$ cat config.mk
export PLATFORM = sky130hd
export DESIGN_NAME = mem_bus_arbiter_flat
export DESIGN_NICKNAME = d
export VERILOG_FILES = /design/src/rtl/mem_bus_arbiter_if.sv /design/src/rtl/mem_bus_arbiter.sv /design/src/flat_wrapper.sv
export SDC_FILE = /design/constraint.sdc
export NUM_CORES = 1
export LEC_CHECK = 0
export CORE_UTILIZATION = 45
export DETAILED_ROUTE_END_ITERATION = 10
export PLACE_DENSITY = 0.84
export SYNTH_ARGS = -nofsm -noshare
export SYNTH_HDL_FRONTEND = slang
export SYNTH_SLANG_ARGS = --single-unit
$ cat constraint.sdc
create_clock -name clk -period 5.2 [get_ports clk]
set_input_delay 1.3 -clock clk [delete_from_list [all_inputs] [get_ports clk]]
set_output_delay 1.3 -clock clk [all_outputs]
set_load 0.02 [all_outputs]
$ cat src/rtl/mem_bus_arbiter_if.sv
// Shared data-memory bus bundle between the two requesters,
// the arbiter and the address decoder.
interface mem_bus_arbiter_if;
  logic        cpu_req;
  logic        cpu_we;
  logic [31:0] cpu_addr;
  logic [31:0] cpu_wdata;
  logic        cpu_ack;
  logic [31:0] cpu_rdata;
  logic        cpu_stall;

  logic        dma_req;
  logic        dma_we;
  logic [31:0] dma_addr;
  logic [31:0] dma_wdata;
  logic        dma_ack;
  logic [31:0] dma_rdata;

  logic [31:0] bus_addr;
  logic [31:0] bus_data;
  logic        bus_memWrite;
  logic        bus_memToReg;
  logic [31:0] bus_rdata;
  logic        bus_owner;
  logic        busy;

  modport slave (
    input  cpu_req, cpu_we, cpu_addr, cpu_wdata,
    output cpu_ack, cpu_rdata, cpu_stall,
    input  dma_req, dma_we, dma_addr, dma_wdata,
    output dma_ack, dma_rdata,
    output bus_addr, bus_data, bus_memWrite, bus_memToReg,
    input  bus_rdata,
    output bus_owner, busy
  );

  modport master (
    output cpu_req, cpu_we, cpu_addr, cpu_wdata,
    input  cpu_ack, cpu_rdata, cpu_stall,
    output dma_req, dma_we, dma_addr, dma_wdata,
    input  dma_ack, dma_rdata,
    input  bus_addr, bus_data, bus_memWrite, bus_memToReg,
    output bus_rdata,
    input  bus_owner, busy
  );
endinterface

$ cat src/rtl/mem_bus_arbiter.sv
// CPU/DMA arbiter for the data-memory bus: CPU-first priority,
// starvation counter, region latency, one-cycle ack.
module mem_bus_arbiter #(
  parameter int unsigned HD_LAT     = 4,
  parameter int unsigned STARVE_MAX = 8
) (
  input logic              clk,
  input logic              rst_n,
  mem_bus_arbiter_if.slave bus
);

  typedef enum logic [1:0] {
    IDLE,
    ACCESS,
    RESP
  } state_t;

  localparam logic [3:0] HD_CNT = 4'(HD_LAT);
  localparam logic [7:0] STV_LIM = 8'(STARVE_MAX);

  state_t      state_q, state_d;
  logic        owner_q, owner_d;
  logic [7:0]  starve_q, starve_d;
  logic [3:0]  cnt_q, cnt_d;
  logic [31:0] baddr_q, baddr_d;
  logic [31:0] bdata_q, bdata_d;
  logic        bwr_q, bwr_d;
  logic        brd_q, brd_d;
  logic        cack_q, cack_d;
  logic        dack_q, dack_d;
  logic [31:0] crd_q, crd_d;
  logic [31:0] drd_q, drd_d;

  logic        gnt_dma;
  logic        sel_we;
  logic [31:0] sel_addr;
  logic [31:0] sel_wdata;
  logic        sel_hd;

  // Next-state and registered-output computation
  always_comb begin
    state_d   = state_q;
    owner_d   = owner_q;
    starve_d  = starve_q;
    cnt_d     = cnt_q;
    baddr_d   = baddr_q;
    bdata_d   = bdata_q;
    bwr_d     = bwr_q;
    brd_d     = brd_q;
    cack_d    = 1'b0;
    dack_d    = 1'b0;
    crd_d     = crd_q;
    drd_d     = drd_q;
    gnt_dma   = bus.dma_req &
                (~bus.cpu_req | (starve_q == STV_LIM));
    sel_we    = gnt_dma ? bus.dma_we : bus.cpu_we;
    sel_addr  = gnt_dma ? bus.dma_addr : bus.cpu_addr;
    sel_wdata = gnt_dma ? bus.dma_wdata : bus.cpu_wdata;
    sel_hd    = (sel_addr[15:8] >= 8'h23) &&
                (sel_addr[15:8] <= 8'h62);
    unique case (state_q)
      IDLE: begin
        if (!bus.dma_req) starve_d = '0;
        if (bus.cpu_req || bus.dma_req) begin
          state_d  = ACCESS;
          owner_d  = gnt_dma;
          starve_d = (gnt_dma || !bus.dma_req) ?
                     8'd0 : starve_q + 8'd1;
          cnt_d    = sel_hd ? HD_CNT : 4'd1;
          baddr_d  = sel_addr;
          bdata_d  = sel_we ? sel_wdata : 32'd0;
          bwr_d    = sel_we;
          brd_d    = ~sel_we;
        end
      end
      ACCESS: begin
        bwr_d = 1'b0;
        cnt_d = cnt_q - 4'd1;
        if (cnt_q == 4'd1) begin
          state_d = RESP;
          baddr_d = '0;
          bdata_d = '0;
          brd_d   = 1'b0;
          if (owner_q) begin
            dack_d = 1'b1;
            drd_d  = bus.bus_rdata;
          end else begin
            cack_d = 1'b1;
            crd_d  = bus.bus_rdata;
          end
        end
      end
      RESP: state_d = IDLE;
      default: state_d = IDLE;
    endcase
  end

  // State and output registers; reset aborts any transaction
  always_ff @(posedge clk or negedge rst_n) begin
    if (!rst_n) begin
      state_q  <= IDLE;
      owner_q  <= 1'b0;
      starve_q <= '0;
      cnt_q    <= '0;
      baddr_q  <= '0;
      bdata_q  <= '0;
      bwr_q    <= 1'b0;
      brd_q    <= 1'b0;
      cack_q   <= 1'b0;
      dack_q   <= 1'b0;
      crd_q    <= '0;
      drd_q    <= '0;
    end else begin
      state_q  <= state_d;
      owner_q  <= owner_d;
      starve_q <= starve_d;
      cnt_q    <= cnt_d;
      baddr_q  <= baddr_d;
      bdata_q  <= bdata_d;
      bwr_q    <= bwr_d;
      brd_q    <= brd_d;
      cack_q   <= cack_d;
      dack_q   <= dack_d;
      crd_q    <= crd_d;
      drd_q    <= drd_d;
    end
  end

  assign bus.cpu_ack      = cack_q;
  assign bus.cpu_rdata    = crd_q;
  assign bus.cpu_stall    = rst_n & bus.cpu_req & ~cack_q;
  assign bus.dma_ack      = dack_q;
  assign bus.dma_rdata    = drd_q;
  assign bus.bus_addr     = baddr_q;
  assign bus.bus_data     = bdata_q;
  assign bus.bus_memWrite = bwr_q;
  assign bus.bus_memToReg = brd_q;
  assign bus.bus_owner    = owner_q;
  assign bus.busy         = (state_q != IDLE);

endmodule

$ cat src/flat_wrapper.sv
// flat-port wrapper written by rule: the top's interface ports become plain ports
module mem_bus_arbiter_flat 
#(
  parameter int unsigned HD_LAT     = 4,
  parameter int unsigned STARVE_MAX = 8
)
  (clk, rst_n, bus_cpu_req, bus_cpu_we, bus_cpu_addr, bus_cpu_wdata, bus_cpu_ack, bus_cpu_rdata, bus_cpu_stall, bus_dma_req, bus_dma_we, bus_dma_addr, bus_dma_wdata, bus_dma_ack, bus_dma_rdata, bus_bus_addr, bus_bus_data, bus_bus_memWrite, bus_bus_memToReg, bus_bus_rdata, bus_bus_owner, bus_busy);
  mem_bus_arbiter_if bus_i ();
  input logic clk;
  input logic rst_n;
  input wire logic [$bits(bus_i.cpu_req)-1:0] bus_cpu_req;
  input wire logic [$bits(bus_i.cpu_we)-1:0] bus_cpu_we;
  input wire logic [$bits(bus_i.cpu_addr)-1:0] bus_cpu_addr;
  input wire logic [$bits(bus_i.cpu_wdata)-1:0] bus_cpu_wdata;
  output wire logic [$bits(bus_i.cpu_ack)-1:0] bus_cpu_ack;
  output wire logic [$bits(bus_i.cpu_rdata)-1:0] bus_cpu_rdata;
  output wire logic [$bits(bus_i.cpu_stall)-1:0] bus_cpu_stall;
  input wire logic [$bits(bus_i.dma_req)-1:0] bus_dma_req;
  input wire logic [$bits(bus_i.dma_we)-1:0] bus_dma_we;
  input wire logic [$bits(bus_i.dma_addr)-1:0] bus_dma_addr;
  input wire logic [$bits(bus_i.dma_wdata)-1:0] bus_dma_wdata;
  output wire logic [$bits(bus_i.dma_ack)-1:0] bus_dma_ack;
  output wire logic [$bits(bus_i.dma_rdata)-1:0] bus_dma_rdata;
  output wire logic [$bits(bus_i.bus_addr)-1:0] bus_bus_addr;
  output wire logic [$bits(bus_i.bus_data)-1:0] bus_bus_data;
  output wire logic [$bits(bus_i.bus_memWrite)-1:0] bus_bus_memWrite;
  output wire logic [$bits(bus_i.bus_memToReg)-1:0] bus_bus_memToReg;
  input wire logic [$bits(bus_i.bus_rdata)-1:0] bus_bus_rdata;
  output wire logic [$bits(bus_i.bus_owner)-1:0] bus_bus_owner;
  output wire logic [$bits(bus_i.busy)-1:0] bus_busy;
  assign bus_i.cpu_req = bus_cpu_req;
  assign bus_i.cpu_we = bus_cpu_we;
  assign bus_i.cpu_addr = bus_cpu_addr;
  assign bus_i.cpu_wdata = bus_cpu_wdata;
  assign bus_cpu_ack = bus_i.cpu_ack;
  assign bus_cpu_rdata = bus_i.cpu_rdata;
  assign bus_cpu_stall = bus_i.cpu_stall;
  assign bus_i.dma_req = bus_dma_req;
  assign bus_i.dma_we = bus_dma_we;
  assign bus_i.dma_addr = bus_dma_addr;
  assign bus_i.dma_wdata = bus_dma_wdata;
  assign bus_dma_ack = bus_i.dma_ack;
  assign bus_dma_rdata = bus_i.dma_rdata;
  assign bus_bus_addr = bus_i.bus_addr;
  assign bus_bus_data = bus_i.bus_data;
  assign bus_bus_memWrite = bus_i.bus_memWrite;
  assign bus_bus_memToReg = bus_i.bus_memToReg;
  assign bus_i.bus_rdata = bus_bus_rdata;
  assign bus_bus_owner = bus_i.bus_owner;
  assign bus_busy = bus_i.busy;
  mem_bus_arbiter #(.HD_LAT(HD_LAT), .STARVE_MAX(STARVE_MAX)) u_core (.clk(clk), .rst_n(rst_n), .bus(bus_i));
endmodule
# Yosys cells after proc, flatten, opt, wreduce, memory -nomap -nowiden

Index checks and enable logic that the tools add are counted.
Widths: inputs -> output; s select.

Register bits: 147
Latch bits: 0
Bits in writable memories: 0
Memory bits (read-only): 0
Bits of input ports: 166
Output and inout bits: 135
Logic and storage cells: 73
Memories: 0

Add/sub/neg operators: 2
Multipliers: 0
Div/mod/pow operators: 0
Magnitude comparators: 2
Eq/ne operators: 6
Shift-type cells: 0
Multiplexer cells: 29
Bitwise logic cells: 8
Reductions and logical operators: 14

Operators with widths:

| operator            | count |
|---|---|
| $mux 32             | 6 |
| $pmux 32 s2         | 2 |
| $mux 8              | 3 |
| $mux 1              | 10 |
| $reduce_and 3->1    | 3 |
| $add 8x1->8 const B | 1 |
| $eq 8x4->1 const B  | 1 |
| $ge 8x6->1 const B  | 1 |
| $le 8x7->1 const B  | 1 |
| $pmux 4 s2          | 1 |
| $reduce_and 2->1    | 4 |
| $ne 2x1->1 const B  | 3 |
| $eq 4x1->1 const B  | 1 |
| $mux 2              | 2 |
| $mux 4              | 1 |
| $not 1->1           | 4 |
| $pmux 1 s2          | 2 |
| $pmux 2 s2          | 1 |
| $reduce_bool 2->1   | 2 |
| $sub 4x1->4 const B | 1 |
| $and 1x1->1         | 3 |
| $mux 3              | 1 |
| $eq 2x1->1 const B  | 1 |
| $logic_not 2->1     | 1 |
| other kinds (4)     | 5 |

# Logic depth before layout (Yosys ltp)

Gate-level depths: netlist (run 1).

Depth after elaboration: 9
Gate-level depth with buffers: 8
Depth with buffers taken out: 6

# Least setup slack after synthesis (run 1)

No wires, ideal clock.

Kind: input to output
Start: input rst_n
End: output bus_cpu_stall
Data arrival time: 1.617 ns
Slack: 2.283 ns
Stages: 2
Path buffers: 0
Cell sequence: nand2_1 nor2_1

Cells in the longest elaborated chain, start to end: 2

RTL lines:

| element                  | RTL line               | text |
|---|---|---|
| start: declaration       | flat_wrapper.sv:10     | `input logic rst_n;` |
| $and 1x1->1 (2 in a row) | mem_bus_arbiter.sv:131 | `assign bus.cpu_stall = rst_n & bus.cpu_req & ~cack_q;` |
| end: declaration         | flat_wrapper.sv:17     | `output wire logic [$bits(bus_i.cpu_stall)-1:0] bus_cpu_stall;` |

Every way passes these cells.

# Worst setup path after layout (run 1)

Start: input bus_cpu_req
End: output bus_cpu_stall

Cells in the longest elaborated chain, start to end: 2

RTL lines:

| element                  | RTL line               | text |
|---|---|---|
| start: declaration       | flat_wrapper.sv:11     | `input wire logic [$bits(bus_i.cpu_req)-1:0] bus_cpu_req;` |
| $and 1x1->1 (2 in a row) | mem_bus_arbiter.sv:131 |  |

Every way passes these cells.

==> results.yml, run 1 <==
worst_setup_path:
  critical_path_arrival_ns: 2.57
  cp.required_ns: 3.90
  critPathLaunchType: "primary input"
  r2r_end: "u_core.bus.cpu_rdata[1]"
  endpoint: "bus_cpu_stall"
  worstPathMaxFanout: 4
  ff2ff_path_depth: 6
  crit_path_start: "bus_cpu_req"
  r2r-start: "u_core.cnt_q[1]"
  critPathKind: "in -> out"
  r2r_slack_ns: 2.67
  end_kind: "output port"
grt:
  gr-usage-all-layers_pct: 26.0
  grt_pass1_vias: 5658
  grt_pass1_wl_mm: 29.6
  grt_busiest_layer: "met2"
  gr-total-overflow: 0
  met3_usage_pct: 5.12
  grt.met1_usage_pct: 30.6
  antenna_found_initial: 0
  grt_max_degree: 83
  use_met2_pct: 45.2
clock_tree:
  clk_path_buf_depth: 2
  cts_root_buffer: "clkbuf_16"
  cts_setup_buffers: 0
  cts_tree: "done"
  h-tree-depth: 4
  cts.clk_slew.worst_paths_ns: 0.06
  cts_inserted_buffers: 17
  cts.sinks: 147
  cts_resized: 0
  clock_latency_ns: 0.42
  holdBufCountCts: 0
finish:
  drive_above_1_share_pct: 12.0
  finish.net_count: 1025
  final_core_util_pct: 72.2
  n_antenna_cell: 0
  instances_no_fill: 1047
  layout_common_cells: "299 x clkdlybuf4s50_1, 147 x dfrtp_1, 111 x nand2_1"
  area_growth_pct: 54.6
  layout_commonest_cell: "clkdlybuf4s50_1"
sta:
  setup_viol: 0
  skew_ns: 0.00855
  relSlewSlack_pct: 15.6
  tns_ns: 0
  setup_slack_ns: 1.33
  worst_pin_slew_ns: 1.27
  fin_hold_ws_ns: 0.484
  hold_viol: 0
  fin_crit_sh_pct: 74.4
  period_needed_ns: 3.87
  rsz0062_at_grt: "no"
  max_freq_mhz: 258
  slew_violations: 0
place:
  place_congestion: 0.797
  dpl.cell_count: 1016
  numPortBuffers: 300
  place_ws_ns: 1.33
  dpl.hpwl_mm: 14.0
drt:
  vias: 5692
  drc: 0
  ant_nets: 0
  first_pass_iters: 5
  drt_iter0_drc: 278
  vias_per_cell: 5.44
  wl_per_cell_um: 18.8
  routed_wl_mm: 19.7
synth:
  yosys-top-cells-area: "dfrtp_1 56%, mux2_4 6.6%, nand2_1 6.3%, mux2_2 4.6%, a22oi_1 3.9%"
  ys_warn_count: 0
  yosysTopAreaCellShare_pct: 55.9
  synth_edf_count: 0
  synth_area_per_cell_um2: 11.5
  seq_area_frac_synth_pct: 55.9
  synth_top_cell_by_area: "dfrtp_1"
  netlist_area_um2: 6580
  ys_types: 49
  syn-num-nets: 742
  synth_top_flop_cell: "dfrtp_1"
  ys_ff_latch: 147
  synth-async-reset-ratio_pct: 100
  synthCells: 572
run_status:
  status: "complete, no violations"
power:
  p_seq_share_pct: 31.9
  p_sw_share_pct: 37.3
  p_per_area_nw_per_um2: 618
  p_leak_nw: 4.25
  switching_power_mw: 2.35
  combPwrFrac_pct: 49.0
  intPower_mw: 3.95
  peakVddDrop_mv: 0.343
  p_clk_share_pct: 19.1
hold_path:
  hp-class: "reg -> reg"
  hp-start: "u_core.bus.bus_addr[2]"
floorplanning:
  initial_utilization_pct: 46.7
  die-area_um2: 15100
  die_h_um: 123
  io-pin-count: 301
  die_x_um: 123
  num_rows: 43
  core_area_um2: 14100
flow_run:
  cap_violations: 0
routing by layer:
| metal | up-vias | routed length, um |
|---|---|---|
| met5 | - | 0 |
| met4 | 0 | 652 |
| met3 | 44 | 1160 |
| met2 | 239 | 10300 |
| met1 | 2821 | 7610 |
| li1 | 2588 | - |
final cells by class:
| class | count | area (um^2) |
|---|---|---|
| clock inverters | 9 | 104 |
| fillers | 964 | 3920 |
| flip-flops and latches | 147 | 3680 |
| well taps | 180 | 225 |
| repair buffers | 306 | 3050 |
| clock buffers | 22 | 474 |
| multi-input cells | 375 | 2620 |
| inverters | 8 | 30.0 |
through the flow:
step / power [mW] / area, um^2
global route: 6.60 / 10200
global placement: 4.99 / 9600
CTS: 6.32 / 10200
detailed placement: 5.10 / 9600
finish: 6.29 / 10200
floorplan: 3.67 / 6580
registers in the layout (all words and copies together), names as in the netlist, 2 cells and up:
name	flops
u_core.bus.dma_rdata	32
u_core.state_q	2
u_core.bus.cpu_rdata	32
u_core.bus.bus_data	32
u_core.cnt_q	4
u_core.bus.bus_addr	32
u_core.starve_q	8
synth_stat cells (2+ instances only):
master      n
ha_1        4
buf_12      3
or3_1       2
and3_1      3
a22o_1      2
buf_6       2
buf_4       5
mux2_1     10
mux2_4     29
a21oi_1     4
nor4_1      2
mux2_2     27
nand2_1   111
a21o_1      5
dfrtp_1   147
buf_2      22
inv_1       7
xnor2_1     2
o21ai_0     7
nand2b_1    2
nor2_1      5
nor3_1      2
o21ai_1    34
o211ai_1   34
mux2i_1     2
a22oi_1    34
clkbuf_1   10
nand3_1    34
power groups by stage:
stage	clock [mW]	sequential (mW)	combinational (mW)
after floorplan	0	2.58	1.09
after global placement	0	1.98	3.01
after detailed placement	0	2.01	3.09
after CTS	1.22	2.00	3.10
after global routing	1.27	2.06	3.27
final	1.20	2.01	3.08
worst max-delay path, cell delays in order:
cell and delay (ns):
clkdlybuf4s50_1 0.51, nand2_1 0.06, nor2_1 0.09, clkdlybuf4s50_1 0.61
logic make-up (layout without fill, tap and decap cells):
kind of cell	Yosys count	after routing	synth area share (%)
xor gates and xnor gates	3	3	0.399
adders and majority gates	4	4	0.760
AOI/OAI and AO/OA	128	128	13.1
buffers and inverters	50	345	4.52
and+or+nand+nor	172	172	12.1
muxes	68	68	13.2
DFF	147	147	55.9
worst min-delay path by stage:
stage / to / depth (start not counted)
after floorplan: u_core.cnt_q[1] / 2
after global placement: u_core.bus.bus_addr[28] / 2
after detailed placement: u_core.bus.bus_addr[17] / 2
after CTS: u_core.bus.bus_addr[17] / 2
after global routing: u_core.bus.bus_addr[21] / 2
final: u_core.bus.bus_addr[2] / 2
No activity file was read; power rests on OpenSTA's default activity.
==> inputs of run 2 (changes only) <==
--- a/config.mk
+++ b/config.mk
@@ -5,9 +5,9 @@
 export SDC_FILE = /design/constraint.sdc
 export NUM_CORES = 1
 export LEC_CHECK = 0
-export CORE_UTILIZATION = 45
+export CORE_UTILIZATION = 42
 export DETAILED_ROUTE_END_ITERATION = 10
-export PLACE_DENSITY = 0.84
+export PLACE_DENSITY = 0.79
 export SYNTH_ARGS = -nofsm -noshare
 export SYNTH_HDL_FRONTEND = slang
 export SYNTH_SLANG_ARGS = --single-unit
==> constraint.sdc (replaced) <==
create_clock -name clk -period 3.85 [get_ports clk]
set_input_delay 0.9625 -clock clk [delete_from_list [all_inputs] [get_ports clk]]
set_output_delay 0.9625 -clock clk [all_outputs]
set_load 0.02 [all_outputs]
==> results.yml, run 2 (same netlist as run 1, synthesis figures left out) <==
grt:
  gr-total-overflow: 0
  gr-usage-all-layers_pct: 22.8
  grt_max_degree: 84
  grt_pass1_wl_mm: 28.3
  antenna_found_initial: 0
  grt_pass1_vias: 5460
worst_setup_path:
  r2r-start: "u_core.cnt_q[1]"
  critPathKind: "in -> out"
  cp.required_ns: 2.89
  path_common_cell: "clkdlybuf4s50_1"
  cp_num_buf_inv: 2
  crit_path_start: "bus_cpu_req"
  critPathLaunchType: "primary input"
  worstPathMaxFanout: 4
  r2r_slack_ns: 1.44
  ff2ff_path_depth: 7
  endpoint: "bus_cpu_stall"
  critical_path_arrival_ns: 2.32
  slowest_stage: "clkdlybuf4s50_1"
  crit_family: "buffers and inverters"
  r2r_end: "u_core.bus.cpu_rdata[0]"
  path_depth: 4
  cp_cell_sequence: "clkdlybuf4s50_1 > nand2_1 > nor2_1 > clkdlybuf4s50_1"
  max_stage_delay_ns: 0.63
  end_kind: "output port"
power:
  p_per_area_nw_per_um2: 819
  peakVddDrop_mv: 0.426
  p_leak_nw: 4.27
clock_tree:
  cts.sinks: 147
  cts_resized: 0
  clk_path_buf_depth: 2
  cts_inserted_buffers: 17
  holdBufCountCts: 0
  cts_root_buffer: "clkbuf_16"
  h-tree-depth: 4
  cts_tree: "done"
  cts_setup_buffers: 0
  cts.clk_slew.worst_paths_ns: 0.06
  clock_latency_ns: 0.42
finish:
  finish.net_count: 1029
  drive_above_1_share_pct: 12.5
  area_growth_pct: 55.9
  n_fill_cell: 1181
  n_antenna_cell: 0
  final_core_util_pct: 67.3
  layout_commonest_cell: "clkdlybuf4s50_1"
  layout_common_cells: "299 x clkdlybuf4s50_1, 147 x dfrtp_1, 111 x nand2_1"
sta:
  worst_pin_slew_ns: 1.06
  skew_ns: 0.0117
  fin_crit_sh_pct: 85.2
  period_needed_ns: 3.28
  rsz0062_at_grt: "no"
  max_freq_mhz: 305
  relSlewSlack_pct: 29.2
  slew_violations: 0
  setup_viol: 0
  tns_ns: 0
  hold_viol: 0
floorplanning:
  core_area_um2: 15300
  die-area_um2: 16200
  io-pin-count: 301
  initial_utilization_pct: 43.1
  num_rows: 45
  die_x_um: 127
  die_h_um: 127
drt:
  first_pass_iters: 5
  routed_wl_mm: 17.7
  ant_nets: 0
  vias_per_cell: 5.11
  drc: 0
  wl_per_cell_um: 16.4
  vias: 5536
  drt_iter0_drc: 254
flow_run:
  cap_violations: 0
place:
  numPortBuffers: 300
  dpl.hpwl_mm: 12.5
  place_congestion: 0.781
run_status:
  status: "complete, no violations"
hold_path:
  hp-class: "reg -> reg"
==> run 2: cell types whose count changed in the layout (fill, tap and decap cells not counted), sizes merged <==
cell	before	now
buf	7	11
bufinv	2	1
clkbuf	22	23
clkinv	4	3
clkinvlp	2	3
inv	9	10
==> run 2: routing by layer <==
metal  wire length, um  share of wire [%]  vias to the layer above  GRT usage, %
met3              1240                7.0                       25          7.08
met4               386                2.2                        0          8.12
li1                  -                  -                     2615             -
met5                 0                  0                        -             0
met1              7440                 42                     2673          27.8
met2              8660                 49                      223          38.2
==> run 2: cell type report <==
cell class	count	area, um^2	share of cell area (%)
Clock inverter	9	96.3	0.938
Inverter	8	30.0	0.293
Timing Repair Buffer	310	3090	30.1
Tap cell	211	264	2.57
Clock buffer	23	488	4.75
Sequential cell	147	3680	35.8
Multi-Input combinational cell	375	2620	25.5
==> run 2: tightest hold or removal path, cell delays in order, from the launching register on <==
cell and delay (ns):
dfrtp_1 0.34, nand2_1 0.05, o21ai_1 0.06
==> run 2: metrics by stage <==
step	setup slack (ns)	std cells	hold slack [ns]	total power, mW	area, um^2
6_report	0.571	1083	0.482	8.40	10300
5_1_grt	0.488	1083	0.498	8.89	10300
4_1_cts	0.547	1083	0.488	8.49	10300
3_5_place_dp	0.548	1051	0.474	6.84	9680
3_3_place_gp	0.545	1051	0.465	6.76	9680
2_1_floorplan	1.61	572	0.463	4.95	6580
==> run 2: worst min-delay path by stage <==
stage                             from                       to  slack, ns  depth (start not counted)
6_report        u_core.bus.bus_addr[9]   u_core.bus.bus_addr[9]       0.48                          2
2_1_floorplan          u_core.cnt_q[1]          u_core.cnt_q[1]       0.46                          2
4_1_cts        u_core.bus.bus_addr[11]  u_core.bus.bus_addr[11]       0.49                          2
3_3_place_gp   u_core.bus.bus_addr[24]  u_core.bus.bus_addr[24]       0.46                          2
5_1_grt        u_core.bus.bus_addr[19]  u_core.bus.bus_addr[19]       0.50                          2
3_5_place_dp   u_core.bus.bus_addr[11]  u_core.bus.bus_addr[11]       0.47                          2
==> run 2: where the power goes <==
group | total, mW | internal [mW] | leakage [nW] | switching [mW]
Sequential | 2.68 | 2.27 | 1.84 | 0.411
Combinational | 4.12 | 2.08 | 2.15 | 2.04
Clock | 1.61 | 0.965 | 0.277 | 0.646
